### src/rtl/uart_tx.sv
// uart_tx - serial UART transmitter.
//
// Frames one byte per accepted request into start, 7/8 data bits (LSB first),
// optional odd/even parity and 1/2 stop bits. Each bit lasts CLKS_PER_BIT
// clocks. Data and configuration are latched when the request is accepted,
// so input changes mid-frame do not disturb the frame in flight.
//
// Ports:
//   clk       clock
//   rst       synchronous reset, active low
//   tx_start  send request, only sampled while idle
//   tx_data   byte to send, bit 0 first
//   d_num     1 = 8 data bits, 0 = 7 data bits (bit 7 ignored)
//   s_num     1 = one stop bit, 0 = two stop bits
//   par       00/11 none, 01 odd, 10 even
//   tx        serial line (registered, idles high)
//   busy      high while a frame is on the line
//   done      one-cycle pulse on the first idle cycle after a frame
module uart_tx #(
    parameter int CLKS_PER_BIT = 16
) (
    input  logic       clk,
    input  logic       rst,
    input  logic       tx_start,
    input  logic [7:0] tx_data,
    input  logic       d_num,
    input  logic       s_num,
    input  logic [1:0] par,
    output logic       tx,
    output logic       busy,
    output logic       done
);

    localparam int CW = (CLKS_PER_BIT > 1) ? $clog2(CLKS_PER_BIT) : 1;
    localparam logic [CW-1:0] CYC_LAST = CW'(CLKS_PER_BIT - 1);

    typedef enum logic [2:0] {
        IDLE   = 3'd0,
        START  = 3'd1,
        DATA   = 3'd2,
        PARITY = 3'd3,
        STOP1  = 3'd4,
        STOP2  = 3'd5
    } state_t;

    state_t        state, state_d;
    logic [CW-1:0] cyc_cnt, cyc_d;
    logic [2:0]    bit_cnt, bit_d;
    logic [7:0]    shreg, sh_d;
    logic          d_num_q, d_num_d;
    logic          s_num_q, s_num_d;
    logic          par_en_q, par_en_d;
    logic          par_bit_q, par_bit_d;
    logic          tx_d, busy_d, done_d;

    logic          bit_end;
    logic [2:0]    bit_last;
    logic [7:0]    data_masked;
    logic          data_xor;

    assign bit_end     = (cyc_cnt == CYC_LAST);
    assign bit_last    = d_num_q ? 3'd7 : 3'd6;
    // In 7-bit mode bit 7 is neither sent nor counted in the parity.
    assign data_masked = d_num ? tx_data : {1'b0, tx_data[6:0]};
    assign data_xor    = ^data_masked;

    always_ff @(posedge clk) begin
        if (!rst) begin
            state     <= IDLE;
            cyc_cnt   <= '0;
            bit_cnt   <= '0;
            shreg     <= '0;
            d_num_q   <= 1'b0;
            s_num_q   <= 1'b0;
            par_en_q  <= 1'b0;
            par_bit_q <= 1'b0;
            tx        <= 1'b1;
            busy      <= 1'b0;
            done      <= 1'b0;
        end else begin
            state     <= state_d;
            cyc_cnt   <= cyc_d;
            bit_cnt   <= bit_d;
            shreg     <= sh_d;
            d_num_q   <= d_num_d;
            s_num_q   <= s_num_d;
            par_en_q  <= par_en_d;
            par_bit_q <= par_bit_d;
            tx        <= tx_d;
            busy      <= busy_d;
            done      <= done_d;
        end
    end

    always_comb begin
        state_d   = state;
        cyc_d     = cyc_cnt;
        bit_d     = bit_cnt;
        sh_d      = shreg;
        d_num_d   = d_num_q;
        s_num_d   = s_num_q;
        par_en_d  = par_en_q;
        par_bit_d = par_bit_q;

        // Cycle counter free-runs inside a frame and wraps on each bit boundary.
        if (state == IDLE) begin
            cyc_d = '0;
        end else begin
            cyc_d = bit_end ? '0 : cyc_cnt + CW'(1);
        end

        case (state)
            IDLE: begin
                if (tx_start) begin
                    state_d   = START;
                    sh_d      = data_masked;
                    d_num_d   = d_num;
                    s_num_d   = s_num;
                    par_en_d  = (par == 2'b01) || (par == 2'b10);
                    par_bit_d = (par == 2'b01) ? ~data_xor : data_xor;
                end
            end
            START: begin
                if (bit_end) begin
                    state_d = DATA;
                    bit_d   = '0;
                end
            end
            DATA: begin
                if (bit_end) begin
                    if (bit_cnt == bit_last) begin
                        state_d = par_en_q ? PARITY : STOP1;
                    end else begin
                        bit_d = bit_cnt + 3'd1;
                        sh_d  = {1'b0, shreg[7:1]};
                    end
                end
            end
            PARITY: begin
                if (bit_end) state_d = STOP1;
            end
            STOP1: begin
                if (bit_end) state_d = s_num_q ? IDLE : STOP2;
            end
            STOP2: begin
                if (bit_end) state_d = IDLE;
            end
            default: state_d = IDLE;
        endcase

        // Outputs are registered: derive them from the state being entered.
        case (state_d)
            START:   tx_d = 1'b0;
            DATA:    tx_d = sh_d[0];
            PARITY:  tx_d = par_bit_d;
            default: tx_d = 1'b1;
        endcase
        busy_d = (state_d != IDLE);
        done_d = (state != IDLE) && (state_d == IDLE);
    end

endmodule

### config.mk
export PLATFORM = sky130hd
export DESIGN_NAME = uart_tx
export DESIGN_NICKNAME = d
export VERILOG_FILES = /design/src/rtl/uart_tx.sv
export SDC_FILE = /design/constraint.sdc
export NUM_CORES = 1
export LEC_CHECK = 0
export CAP_MARGIN = 20
export CELL_PAD_IN_SITES_DETAIL_PLACEMENT = 2
export CELL_PAD_IN_SITES_GLOBAL_PLACEMENT = 2
export CORE_UTILIZATION = 29
export DETAILED_ROUTE_END_ITERATION = 16
export PLACE_DENSITY = 0.71
export SLEW_MARGIN = 20
export SYNTH_ARGS = -nofsm -noshare
export SYNTH_HDL_FRONTEND = slang
export SYNTH_SLANG_ARGS = --single-unit
### constraint.sdc
create_clock -name clk -period 2.14 [get_ports clk]
set_clock_uncertainty 0.2 [all_clocks]
set_input_delay 0.428 -clock clk [delete_from_list [all_inputs] [get_ports clk]]
set_output_delay 0.428 -clock clk [all_outputs]
set_load 0.02 [all_outputs]
==> metrics.md <==
| Metric | Value |
|---|---|
| Syn Nets | `164` |
| Area of the multi-input gates | `813 um2` |
| # setup viols final | `0` |
| Clock-pin slew on the worst setup and hold paths | `90 ps` |
| Hold Path Cell Cnt | `2` |
| Crit path kind | `register to register` |
| Vias per inst | `5.21` |
| Number of synthesized flops with an enable pin | `0` |
| Fin cells | `234` |
| Area of the mapped netlist | `1310 um2` |
| Synth-to-Final Area Change | `35.8%` |
| Outcome | `completed` |
| Yosys top cell area share | `between 30% and 40%` |
| Fmax | `485 MHz` |
| Initial antenna violation count | `0` |
| Slew Viols, Final | `0` |
| # fillers | `a little under 500` |
| Top cells by count, synth | `25 x dfxtp_1, 14 x nor2_1, 13 x a21oi_1, 13 x nand2_1, 8 x nand3_1` |
| Worst setup endpoint | `tx$_SDFF_PN1_` |
| DP Worst Slack | `-542 ps` |
| WP data arrival | `slightly above 2000 ps` |
| CTS tree | `yes` |
| Bufs on Longest Clock Path | `2` |
| Synth area leaders | `dfxtp_1 38%, a21oi_1 5.0%, xnor2_1 4.7%, nor2_1 4.0%, nand2_1 3.7%` |
| R2R Path Start | `state[1]$_SDFF_PN0_` |
| Reg2reg setup slack | `80 ps` |
| Seq cells post-synth | `25` |
| CTS Sinks | `25` |
| Worst Slack Setup Final | `around 79 ps` |
| Worst-Skew Late Latency | `270 ps` |
| Reg2reg path depth | `5` |
| Crit path required time | `2110 ps` |
| Finished Cell Area | `approximately 1800 um2` |
| GR Overflow Total | `0` |
| Reg area | `500 um2` |
| FP Rows | `24` |
| Worst IR Drop VDD | `slightly below 0.0003 V` |
| Max Fanout on Critical Path | `5` |
| Maximum capacitance violations | `0` |
| # port buffers | `17` |
| # diodes | `0` |
| Max_slew headroom | `roughly 75%` |
| Sequential area share after synthesis | `38.2%` |
| Routed Antenna Nets | `0` |
| Fin nets | `about 200` |
| Syn avg cell area | `approximately 9 um2` |
| YS warnings | `0` |
| Routability Congestion | `0.829` |
| Cell variety after synth | `43` |
| Layout Utilization | `~40%` |
| Vias | `~1200` |
| Yosys top cell by area | `dfxtp_1` |
| Slew @ Worst Pin | `about 370 ps` |
| Cell count after placement | `230` |
| Asr flop ratio synth | `0%` |
| Min Tclk post-route | `2060 ps` |
| Period utilization | `96.3%` |
| Largest net degree at the start of global routing | `17` |
| Ys flop type | `dfxtp_1` |
| CP startpoint | `state[1]$_SDFF_PN0_` |
| Startpoint Class | `register` |
| RSZ-0062 raised after global routing | `false` |
| Cts bufs inserted | `3` |
| Most common cell in the netlist | `dfxtp_1` |
| Number of H-tree levels | `1` |
| Final hold violation count | `0` |
| Post-route DRC | `0` |
| Die Ht | `69.2 um` |
| Worst Hold Class | `register to register` |
| DR iter-0 viols | `30` |
| Layout cells sized above 1 | `22.0%` |
| Die W | `69.2 um` |
| CP endpoint kind | `register` |
| Synth Instances | `between 100 and 150` |
| Initial Util | `about 30%` |
| Die ar. | `4790 um2` |
| Routed length per instance | `17.6 um` |
| Hold Buf Count CTS | `0` |
| I/O pin cnt | `18` |
| Number of global-route vias before repair | `1393` |
| Drt pass-1 iters | `4` |
| Root Buffer | `clkbuf_8` |
| Cell Pwr Density | `610 nW/um2` |
| All-Layer GR Usage | `18.4%` |
| Leak | `0.719 nW` |
| First-pass GRT wire length | `around 7 mm` |
| Routed wire length | `4.13 mm` |
| Core ar. | `4350 um2` |
| Worst r2r dst | `tx$_SDFF_PN1_` |
| Area after DPL | `1670 um2` |
| HPWL after DPL | `3.19 mm` |
## layout make-up
class,count,area share (%)
repair buffers,39,18.9
inverters,4,0.845
multi-input cells,110,45.8
clock inverters,1,0.282
flip-flops and latches,25,28.2
clock buffers,3,2.32
well taps,52,3.66
## critical path, stage by stage (launching register included)
cell and delay, ps:
dfxtp_1 410, and2b_1 190, or3b_1 440, a32o_2 330
a2111oi_4 300, nor3_2 80
## power by group
group / internal (mW) / leakage (nW) / switching [mW]
registers: 0.496 / 0.204 / 0.0241
logic: 0.138 / 0.489 / 0.135
clock network: 0.130 / 0.0255 / 0.160
## cell usage in the layout (no fill, tap or decap), drive strengths merged, types with 2 or more instances in the layout
master / instances
nor3b: 2
xnor2: 7
a31oi: 2
nand2b: 3
inv: 3
a21oi: 13
nor2b: 2
a22oi: 6
o211ai: 2
ha: 3
and2: 2
a211oi: 2
mux2i: 2
o2111ai: 2
clkinv: 2
xor2: 3
nor3: 2
and3: 4
nand2: 13
nor2: 14
clkdlybuf4s50: 12
dlygate4sd2: 3
buf: 22
nand3: 8
o2111a: 2
dlymetal6s2s: 2
dfxtp: 25
clkbuf: 3
## metrics by stage
| stage | hold slack, ps | total power, mW | setup TNS, ps |
|---|---|---|---|
| after global placement | 227 | 0.774 | -752 |
| final | 267 | 1.08 | 0 |
| after floorplan | 218 | 0.673 | 0 |
| after CTS | 271 | 1.10 | 0 |
| after global routing | 293 | 1.15 | 0 |
| after detailed placement | 254 | 0.793 | -1110 |
## sequential cells by signal (all words and copies together), names as in the netlist
signal and cells:
shreg 8, bit_cnt 3, done 1, d_num_q 1, s_num_q 1, busy 1, cyc_cnt 4, tx 1
par_en_q 1, par_bit_q 1, state 3
## logic make-up (layout without fill, tap and decap cells)
family / count (synthesis) / in the layout / synth area share (%)
simple gates: 59 / 59 / 25.0
compound gates: 35 / 35 / 20.1
flops: 25 / 25 / 38.2
xor+xnor: 11 / 11 / 8.41
buf+inv: 11 / 47 / 3.82
fa+ha+maj: 3 / 3 / 2.87
mux: 2 / 2 / 1.53
## how the worst min path moves through the flow
| stage | from | end | slack (ps) |
|---|---|---|---|
| after floorplan | cyc_cnt[0]$_SDFF_PP0_ | cyc_cnt[0]$_SDFF_PP0_ | 220 |
| after global placement | cyc_cnt[0]$_SDFF_PP0_ | cyc_cnt[0]$_SDFF_PP0_ | 230 |
| after detailed placement | shreg[1]$_SDFFE_PN0P_ | shreg[1]$_SDFFE_PN0P_ | 250 |
| after CTS | shreg[5]$_SDFFE_PN0P_ | shreg[5]$_SDFFE_PN0P_ | 270 |
| after global routing | shreg[5]$_SDFFE_PN0P_ | shreg[5]$_SDFFE_PN0P_ | 290 |
| final | shreg[5]$_SDFFE_PN0P_ | shreg[5]$_SDFFE_PN0P_ | 270 |
## metal layers
layer,vias to the layer above,track usage (%),routed length [um]
li1,603,-,-
met1,599,22.3,1840
met2,14,33.2,2140
met3,4,4.07,99
met4,0,3.85,46
met5,-,0,0
## what timing repair did
item                                    CTS  global route
gates resized for setup                   9             8
buffers inserted                          0             0
endpoints found under the setup margin    2             5
pin swaps                                 6             4
(Power assumes the default switching activity.)
